### src/rtl/counters_pkg.sv
// Shared definitions for the ripple counter sequencer: state type and timer sizing.
package counters_pkg;

  typedef enum logic [2:0] {
    RCC_IDLE,
    RCC_CLEAR,
    RCC_WINDOW,
    RCC_SETTLE,
    RCC_CAPTURE,
    RCC_HOLD
  } rcc_state_t;

  localparam int RCC_CLR_CYCLES_DEF    = 2;
  localparam int RCC_SETTLE_CYCLES_DEF = 4;
  localparam int RCC_W_DEF             = 16;

  // Timer must hold the largest of the three programmed durations.
  function automatic int rcc_timer_w(input int clr, input int settle, input int w);
    longint m;
    m = (longint'(1) << w) - 1;
    if (longint'(clr) > m) m = longint'(clr);
    if (longint'(settle) > m) m = longint'(settle);
    return $clog2(m + 1);
  endfunction

  localparam int RCC_TIMER_W_DEF =
    rcc_timer_w(RCC_CLR_CYCLES_DEF, RCC_SETTLE_CYCLES_DEF, RCC_W_DEF);

endpackage

### src/rtl/ctrl_down_timer.sv
// Loadable down-counter; done_o is high while the count sits at zero.
// A load of value v makes done_o rise v cycles after the loading edge.
module ctrl_down_timer #(
  parameter int TW = 16
) (
  input  logic          clk,
  input  logic          arst,
  input  logic          load_i,
  input  logic [TW-1:0] load_val_i,
  output logic          done_o
);

  logic [TW-1:0] cnt_q, cnt_d;

  always_comb begin
    cnt_d = cnt_q;
    if (load_i) begin
      cnt_d = load_val_i;
    end else if (cnt_q != '0) begin
      cnt_d = cnt_q - TW'(1);
    end
  end

  always_ff @(posedge clk or posedge arst) begin
    if (arst) begin
      cnt_q <= '0;
    end else begin
      cnt_q <= cnt_d;
    end
  end

  assign done_o = (cnt_q == '0);

endmodule

### src/rtl/ripple_cnt_ctrl.sv
// Sequencer for the asynchronous ripple counter: clear, gated window, settle, capture, handshake.
// Define RIPPLE_AUTO_RESTART_EN to restart a run with the same window right after each transfer.
module ripple_cnt_ctrl
  import counters_pkg::*;
#(
  parameter int N             = 32,
  parameter int W             = 16,
  parameter int CLR_CYCLES    = 2,
  parameter int SETTLE_CYCLES = 4
) (
  input  logic         clk,
  input  logic         arst,
  input  logic         start,
  input  logic [W-1:0] window_len,
  output logic         busy,
  output logic         cnt_clr,
  output logic         cnt_gate,
  input  logic [N-1:0] cnt_value,
  output logic [N-1:0] result,
  output logic         result_valid,
  input  logic         result_ready
);

  localparam int TW = rcc_timer_w(CLR_CYCLES, SETTLE_CYCLES, W);

  rcc_state_t    state_q, state_d;
  logic [W-1:0]  win_q, win_d;
  logic [N-1:0]  result_q, result_d;
  logic          busy_q, clr_q, gate_q, valid_q;
  logic          busy_d, clr_d, gate_d, valid_d;
  logic          tmr_load;
  logic [TW-1:0] tmr_val;
  logic          tmr_done;

  ctrl_down_timer #(.TW(TW)) u_timer (
    .clk        (clk),
    .arst       (arst),
    .load_i     (tmr_load),
    .load_val_i (tmr_val),
    .done_o     (tmr_done)
  );

  // Timer is loaded with (duration - 1) so a state lasts exactly its duration.
  always_comb begin
    state_d  = state_q;
    win_d    = win_q;
    tmr_load = 1'b0;
    tmr_val  = '0;
    case (state_q)
      RCC_IDLE: begin
        if (start) begin
          win_d    = window_len;
          state_d  = RCC_CLEAR;
          tmr_load = 1'b1;
          tmr_val  = TW'(CLR_CYCLES - 1);
        end
      end
      RCC_CLEAR: begin
        if (tmr_done) begin
          tmr_load = 1'b1;
          if (win_q == '0) begin
            state_d = RCC_SETTLE;
            tmr_val = TW'(SETTLE_CYCLES - 1);
          end else begin
            state_d = RCC_WINDOW;
            tmr_val = TW'(win_q) - TW'(1);
          end
        end
      end
      RCC_WINDOW: begin
        if (tmr_done) begin
          state_d  = RCC_SETTLE;
          tmr_load = 1'b1;
          tmr_val  = TW'(SETTLE_CYCLES - 1);
        end
      end
      RCC_SETTLE: begin
        if (tmr_done) state_d = RCC_CAPTURE;
      end
      RCC_CAPTURE: begin
        state_d = RCC_HOLD;
      end
      RCC_HOLD: begin
        if (result_ready) begin
`ifdef RIPPLE_AUTO_RESTART_EN
          state_d  = RCC_CLEAR;
          tmr_load = 1'b1;
          tmr_val  = TW'(CLR_CYCLES - 1);
`else
          state_d  = RCC_IDLE;
`endif
        end
      end
      default: state_d = RCC_IDLE;
    endcase
  end

  // Outputs decoded from the next state and registered, so gate/clear never glitch.
  always_comb begin
    busy_d   = (state_d != RCC_IDLE);
    clr_d    = (state_d == RCC_IDLE) || (state_d == RCC_CLEAR);
    gate_d   = (state_d == RCC_WINDOW);
    valid_d  = (state_d == RCC_HOLD);
    result_d = (state_q == RCC_CAPTURE) ? cnt_value : result_q;
  end

  always_ff @(posedge clk or posedge arst) begin
    if (arst) begin
      state_q  <= RCC_IDLE;
      win_q    <= '0;
      result_q <= '0;
      busy_q   <= 1'b0;
      clr_q    <= 1'b1;
      gate_q   <= 1'b0;
      valid_q  <= 1'b0;
    end else begin
      state_q  <= state_d;
      win_q    <= win_d;
      result_q <= result_d;
      busy_q   <= busy_d;
      clr_q    <= clr_d;
      gate_q   <= gate_d;
      valid_q  <= valid_d;
    end
  end

  assign busy         = busy_q;
  assign cnt_clr      = clr_q;
  assign cnt_gate     = gate_q;
  assign result       = result_q;
  assign result_valid = valid_q;

endmodule
### config.mk
export PLATFORM = sky130hd
export DESIGN_NAME = ripple_cnt_ctrl
export DESIGN_NICKNAME = d
export VERILOG_FILES = /design/src/rtl/counters_pkg.sv /design/src/rtl/ctrl_down_timer.sv /design/src/rtl/ripple_cnt_ctrl.sv
export SDC_FILE = /design/constraint.sdc
export NUM_CORES = 1
export LEC_CHECK = 0
export CORE_MARGIN = 10
export CORE_UTILIZATION = 40
export DETAILED_ROUTE_END_ITERATION = 8
export GPL_ROUTABILITY_DRIVEN = 0
export PLACE_DENSITY = 0.72
export SETUP_SLACK_MARGIN = 0.2
export SKIP_CTS_REPAIR_TIMING = 1
export SLEW_MARGIN = 40
export SYNTH_ARGS = -nofsm -noshare
export SYNTH_HDL_FRONTEND = slang
export SYNTH_SLANG_ARGS = --single-unit
### constraint.sdc
create_clock -name clk -period 5.39 [get_ports clk]
set_input_delay 0.539 -clock clk [delete_from_list [all_inputs] [get_ports clk]]
set_output_delay 0.539 -clock clk [all_outputs]
set_load 0.01 [all_outputs]
---- Word level (Yosys, flattened, before mapping) ----
Cells that the tools add are included.
storage, ports and cells
  input bits .............................. 52
  word-level logic and storage cells ...... 45
  flip-flop bits (word level) ............. 71
  output and inout bits ................... 36
cells by class
  muxes and demuxes ....................... 17
  equal/unequal tests ..................... 8
  reduce and logical (&&, ||, !) cells .... 10
  $add $sub $neg .......................... 2
operators with widths
  operator                 count
  $mux W16                 4
  $pmux W16 S3             1
  $logic_not A16 Y1        2
  $sub A16 B1 Y16 const B  2
  $pmux W3 S6              1
  $reduce_bool A16 Y1      1
  $mux W3                  5
  $eq A3 B2 Y1 const B     3
  $eq A3 B3 Y1 const B     3
  $eq A3 B1 Y1 const B     2
  $logic_not A3 Y1         2
  $mux W1                  4
  $reduce_bool A3 Y1       1
  $mux W2                  1
  $pmux W1 S2              1
  $reduce_and A2 Y1        1
  $reduce_bool A2 Y1       1
  $reduce_or A2 Y1         1
  $logic_or A1 B1 Y1       1

---- Depth between registers and ports, before layout ----
Gate-level depths: netlist of run 1.
  depth after elaboration ................. 6
  mapped depth ............................ 8
  gate-level depth less buffers ........... 7

---- Hierarchy ----
A second synthesis of run 1 with hierarchy kept.
second synthesis, totals
  cell total of the unflattened synthesis .. 311
  area total of the unflattened synthesis .. 3554.7 µm²
by module, submodules not included
  module           times used  cells each  sequential area each (µm²)  area each (µm²)
  ripple_cnt_ctrl  1           209         1377.6                      2561.2
  ctrl_down_timer  1           102         400.4                       993.5

---- Worst setup path before layout of run 1 ----
OpenSTA, ideal clock, no wires.
  kind .................................... register to register
  start ................................... reg u_timer.cnt_q[0]
  end ..................................... reg u_timer.cnt_q[3]
  data required time ...................... 5.269 ns
  setup slack ............................. 3.435 ns
  data arrival time ....................... 1.834 ns
  buffers on the path ..................... 1
  cell stages (with the launch flop) ...... 9
  library setup time ...................... 0.121 ns
  clock period less this slack ............ 1.955 ns
  cell sequence ........................... dfrtp_1 inv_1 ha_1 or3b_2 nor3_1 a21oi_2 clkbuf_8 a22oi_1 nor2_1
on the way
  word-level cells in the longest chain between the ends .. 4
  elaborated cells between the ends (all ways) .. 10
  those cells by class .................... 1 x add/sub; 6 x mux; 3 x reduce/logical
ends and longest elaborated chain
  what                                                     RTL line               text
  start: declaration                                       ctrl_down_timer.sv:13  logic [TW-1:0] cnt_q, cnt_d;
  start signal: assignment                                 ctrl_down_timer.sv:28  cnt_q <= cnt_d;
  branches (longest 4 deep; another with $sub A16 B1 Y16)  n/a
Parallel ways; which one is timed is not known. The select of a mux whose other input is x is not followed.
A chain may end at the register's enable or synchronous reset.

---- Worst setup path in the final report of run 1 ----
  start ................................... reg u_timer.cnt_q[1]
  end ..................................... reg u_timer.cnt_q[15]
The elaborated chain is that of the path after synthesis.

==> flow_summary_export.csv, run 1 <==
group,metric,value,unit
status,status,"completed",
layout,final_layout_size_suffix_gt1_share,21.3,%
layout,fin_nets,450,
yosys,synthTopCellsByCount,"70 x dfrtp_1, 47 x mux2_2, 28 x nor2_1",
critical_path,required,5.66,ns
global_routing,grt-ovfl-total,0,
critical_path,cp_slowest_stage_delay,0.63,ns
place,hpwl,6.28,mm
critical_path,cp-end-kind,"register",
yosys,syn_nets,361,
yosys,netlist_instances,305,
yosys,yosysUniqueCellTypes,45,
critical_path,worst-path-buf-inv,1,
critical_path,critPathLaunchType,"register",
yosys,synth_top_area_share,49.3,%
routing,antenna_left,0,
global_routing,antenna_found_initial,0,
routing,wl,8.59,mm
yosys,yosysSeqAreaShare,50.1,%
clock_tree,numCtsBuffers,9,
yosys,syn_area_per_cell,11.6,µm²
clock_tree,clock_path_buffers,2,
yosys,ys.flop_type,"dfrtp_1",
critical_path,crit_type,"reg -> reg",
job,maxCapViolCount,0,
yosys,yosys_warnings,0,
layout,area_growth,35.1,%
sta,fin_crit_sh,44.7,%
yosys,synth_most_common_cell,"dfrtp_1",
global_routing,track_usage,13.6,%
clock_tree,clk_latency,0.35,ns
sta,setup_viol,0,
critical_path,crit_slowest_cell,"nor4_4",
critical_path,cp_top_family,"simple AND/OR/NAND/NOR gates",
layout,design_area,4800,µm²
layout,diodes,0,
sta,worst_pin_slew,0.744,ns
die,fp.dieW,114,µm
power_and_ir_drop,ir_worst_vdd,0.269,mV
yosys,ys_ff_latch,71,
die,std_cell_rows,34,
sta,clock.fmax,415,MHz
die,core-area,8680,µm²
routing,firstDrtPassIters,4,
die,die-area,13000,µm²
yosys,synth-async-reset-ratio,100,%
routing,vias,2737,
clock_tree,cts_root_buf,"clkbuf_8",
global_routing,grt_pass1_vias,2851,
power_and_ir_drop,leakagePower,2.00,nW
place,preCtsSetupSlack,2.79,ns
worst_hold_path,hold_path_class,"reg -> reg",
sta,hold_violations,0,
place,placement.io_buffers,87,
clock_tree,clk_pin_slew,0.08,ns
critical_path,worstPathMaxFanout,13,
die,ioPinCount,88,
routing,wl_per_cell,16.9,µm
place,dpl-instance-area,4500,µm²
die,start_util,40.9,%
sta,setup_slack,2.98,ns
clock_tree,cts_sinks,71,
sta,relSlewSlack,50.4,%
die,fp.dieH,114,µm
clock_tree,h-tree-depth,3,
power_and_ir_drop,power_density,504,nW/µm²
clock_tree,cts_tree,"done",
layout,fin_util,55.3,%
layout,fillers,748,
routing,viasPerCell,5.40,
critical_path,worst_ep_arrival_time,2.68,ns
routing,drc,0,
routing,drt_iter0_drc,192,
yosys,synthTopCellsByArea,"dfrtp_1 49%, mux2_2 15%, xnor2_1 3.7%",
sta,final.setup.tns,0,ns
critical_path,cp_cell_sequence,"inv_1 > ha_1 > or3b_2 > nor4_4 > o21ai_0 > a21oi_1",
global_routing,grt_first_pass_wirelength,14.4,mm
sta,slew_violations,0,
yosys,synth_largest_area_cell,"dfrtp_1",
global_routing,grt_max_degree,72,
yosys,synth_area,3550,µm²
sta,period_needed,2.41,ns
sta,clock_skew,0.00700,ns
yosys,synth_edf_count,0,
sta,rsz0062_at_grt,"false",
-- stage by stage --
step           hold slack (ns)  power [W]  cells
2_1_floorplan            0.529    0.00149    305
3_3_place_gp             0.489    0.00177    491
3_5_place_dp             0.495    0.00181    491
4_1_cts                  0.513    0.00243    507
5_1_grt                  0.523    0.00258    507
6_report                 0.508    0.00242    507
-- sequential cells by signal, summed over array words and instances, names as in the netlist --
signal         flops
busy               1
cnt_clr            1
cnt_gate           1
result            32
result_valid       1
state_q            3
u_timer.cnt_q     16
win_q             16
-- cell usage in the layout (no fill, tap or decap), types with 2 or more instances in the layout --
cell type        synthesis  routed
nor4_4                   4       4
clkbuf_8                 2       9
inv_1                    9       8
a211oi_1                 2       2
bufinv_16                0       5
a21oi_1                  6       6
or4_1                    2       2
nor2_1                  28      27
xor2_1                   8       8
ha_1                     4       4
or2_2                    2       2
dfrtp_1                 70      70
nand4_1                  7       7
nor3_1                  10      10
nor4_1                   6       6
nand3_1                  9       9
a21oi_2                  4       4
mux2_2                  47      47
nor3b_1                  3       3
xnor2_1                 15      15
a21o_1                   4       4
or3_1                    2       2
o21ai_0                 10      10
a22oi_1                  9       9
a41o_1                   2       2
clkdlybuf4s50_1          0      87
nand2_1                 14      14
-- worst paths after layout --
| path | from | end | slack [ns] | cells past startpoint |
|---|---|---|---|---|
| worst min-delay path | result[11]$_DFFE_PP0N_ | result[11]$_DFFE_PP0N_ | 0.51 | 1 |
| min in group asynchronous | arst | result[26]$_DFFE_PP0N_ | 0.67 | 3 |
| worst max register to register | u_timer.cnt_q[1]$_DFFE_PP0P_ | u_timer.cnt_q[15]$_DFFE_PP0P_ | 2.98 | 6 |
| worst max-delay path | u_timer.cnt_q[1]$_DFFE_PP0P_ | u_timer.cnt_q[15]$_DFFE_PP0P_ | 2.98 | 6 |
| max in group asynchronous | arst | u_timer.cnt_q[11]$_DFFE_PP0P_ | 4.29 | 3 |
| worst min register to register | result[11]$_DFFE_PP0N_ | result[11]$_DFFE_PP0N_ | 0.51 | 1 |
-- power breakdown --
group	internal, W	leakage [nW]	switching (W)
Clock	0.000403	0.144	0.000206
Sequential	0.000717	0.890	0.000216
Combinational	0.000466	0.966	0.000406
Total	0.00159	2.00	0.000828
-- logic make-up after synthesis --
group	synth area share (%)
AOI/OAI and AO/OA	8.60
and+or+nand+nor	16.1
DFF	50.1
xor gates and xnor gates	5.68
adders and majority gates	1.41
buffers and inverters	3.21
muxes	14.9
-- final cells by class --
type / count / area (µm²) / share of cell area [%]
clock inverter: 7 / 168 / 3.50
inverter: 9 / 33.8 / 0.704
clock buffer: 9 / 124 / 2.58
sequential: 71 / 1780 / 37.1
timing repair buffer: 89 / 890 / 18.5
multi-input combinational: 214 / 1670 / 34.8
tap: 108 / 135 / 2.82
-- layer usage --
layer  GRT usage [%]  share of wire (%)  wire length [µm]  vias to the layer above
met1            16.3                 40              3420                     1332
met2            21.0                 48              4120                      109
met5               0                  0                 0                        -
li1                -                  -                 -                     1284
met3            5.50                 10               901                       12
met4            5.76                1.8               152                        0
(Power assumes the default switching activity.)
==> run 2: changes to the inputs <==
==> constraint.sdc (replaced) <==
create_clock -name clk -period 2.5 [get_ports clk]
set_input_delay 0.25 -clock clk [delete_from_list [all_inputs] [get_ports clk]]
set_output_delay 0.25 -clock clk [all_outputs]
set_load 0.01 [all_outputs]
==> flow_summary_export.csv, run 2 (synthesis gave the netlist of run 1 again) <==
group,metric,value,unit
status,status,"completed",
sta,relSlewSlack,58.2,%
critical_path,required,2.75,ns
layout,most-common-layout-cells,"87 x clkdlybuf4s50_1, 70 x dfrtp_1, 47 x mux2_2",
layout,seq_area,1780,µm²
critical_path,critPathLaunchType,"register",
routing,drc,0,
sta,final.setup.tns,0,ns
sta,worst_pin_slew,0.622,ns
die,fp.dieH,114,µm
clock_tree,numCtsBuffers,9,
die,start_util,40.9,%
clock_tree,clk_pin_slew,0.08,ns
die,core-area,8680,µm²
clock_tree,cts_sinks,71,
routing,firstDrtPassIters,4,
routing,viasPerCell,5.32,
routing,drt_iter0_drc,122,
routing,wl,8.68,mm
routing,vias,2729,
layout,multi_input_area,1670,µm²
global_routing,grt_first_pass_wirelength,14.4,mm
place,placement.io_buffers,87,
power_and_ir_drop,power_density,1050,nW/µm²
clock_tree,cts_tree,"done",
job,maxCapViolCount,0,
die,ioPinCount,88,
critical_path,cp_cell_sequence,"inv_1 > ha_1 > or3b_2 > nor2_1 > mux2_2 > o32ai_1",
global_routing,grt-ovfl-total,0,
layout,fillers,786,
critical_path,cp_slowest_stage_delay,0.51,ns
sta,clock.fmax,468,MHz
layout,largest_reg_flops,32,
layout,area_growth,35.3,%
clock_tree,h-tree-depth,3,
die,die-area,13000,µm²
critical_path,cp-end-kind,"register",
power_and_ir_drop,leakagePower,2.00,nW
routing,wl_per_cell,16.9,µm
global_routing,grt_max_degree,72,
clock_tree,clk_latency,0.34,ns
sta,setup_viol,0,
layout,fin_nets,456,
power_and_ir_drop,ir_worst_vdd,0.451,mV
sta,slew_violations,0,
sta,hold_violations,0,
layout,layout_commonest_cell,"clkdlybuf4s50_1",
critical_path,worstPathMaxFanout,6,
global_routing,grt_pass1_vias,2914,
sta,rsz0062_at_grt,"false",
routing,antenna_left,0,
sta,fin_crit_sh,85.5,%
worst_hold_path,hold_path_class,"in -> async",
layout,fin_util,55.3,%
clock_tree,cts_root_buf,"clkbuf_8",
layout,diodes,0,
global_routing,antenna_found_initial,0,
sta,whs,0.302,ns
critical_path,crit_slowest_cell,"or3b_2",
place,dp_cells,497,
layout,fin_cells,513,
die,fp.dieW,114,µm
layout,final_layout_size_suffix_gt1_share,22.2,%
global_routing,track_usage,13.7,%
place,hpwl,6.59,mm
sta,clock_skew,0.00855,ns
critical_path,worst_ep_arrival_time,2.39,ns
clock_tree,clock_path_buffers,2,
sta,period_needed,2.14,ns
critical_path,crit_type,"reg -> reg",
die,std_cell_rows,34,
-- run 2: cell count changes in the layout (fill, tap and decap cells not counted), sizes merged --
| cell | change |
|---|---|
| clkinv | +1 |
| clkinvlp | +1 |
| bufinv | -2 |
| buf | +6 |
-- run 2: worst paths after layout --
kind	to	slack (ns)	from	cells past startpoint
min	win_q[1]$_DFFE_PP0P_	0.30	arst	3
max	u_timer.cnt_q[1]$_DFFE_PP0P_	0.36	u_timer.cnt_q[0]$_DFFE_PP0P_	6
min in group clk	win_q[1]$_DFFE_PP0P_	0.47	window_len[1]	3
max reg2reg	u_timer.cnt_q[1]$_DFFE_PP0P_	0.36	u_timer.cnt_q[0]$_DFFE_PP0P_	6
min reg2reg	result[15]$_DFFE_PP0N_	0.51	result[15]$_DFFE_PP0N_	1
max in group asynchronous	cnt_clr$_DFF_PP1_	1.88	arst	3
-- run 2: worst max-delay path: cells and delay by family, from the launching register on --
| kind | cells | cell delay, ns |
|---|---|---|
| flops | 1 | 0.43 |
| fa+ha+maj | 1 | 0.17 |
| buf+inv | 1 | 0.12 |
| compound gates | 1 | 0.10 |
| simple gates | 2 | 0.84 |
| mux | 1 | 0.38 |
-- run 2: report_power, final --
group / total, W / switching (W) / internal [W]
Sequential: 0.00201 / 0.000466 / 0.00155
Clock: 0.00112 / 0.000453 / 0.000666
Combinational: 0.00190 / 0.000871 / 0.00103
-- run 2: metal layers --
metal / global-route usage [%] / vias to the layer above / wire length [µm]
met5: 0 / - / 0
met4: 5.85 / 0 / 201
met3: 6.03 / 13 / 844
met2: 21.3 / 88 / 4180
met1: 16.2 / 1337 / 3450
li1: - / 1291 / -
-- run 2: layout make-up --
| type | count | area share (%) |
|---|---|---|
| clock buffers | 9 | 2.58 |
| clock inverters | 7 | 2.50 |
| inverters | 9 | 0.703 |
| multi-input cells | 214 | 34.7 |
| flip-flops and latches | 71 | 37.0 |
| well taps | 108 | 2.81 |
| repair buffers | 95 | 19.6 |
-- run 2: per-stage QoR --
stage,total power (W),cell area [µm²],setup WS (ns)
after floorplan,0.00321,3550,0.455
after global placement,0.00386,4550,0.443
after detailed placement,0.00393,4550,0.371
after CTS,0.00507,4790,0.357
after global routing,0.00537,4800,0.222
final,0.00503,4800,0.363
==> run 3: changes to the inputs <==
--- a/config.mk
+++ b/config.mk
@@ -5,6 +5,7 @@
 export SDC_FILE = /design/constraint.sdc
 export NUM_CORES = 1
 export LEC_CHECK = 0
+export CAP_MARGIN = 30
 export CORE_MARGIN = 10
 export CORE_UTILIZATION = 40
 export DETAILED_ROUTE_END_ITERATION = 8
==> results of run 3 <==
Final layout, timing and power as in run 2 (identical DEF).
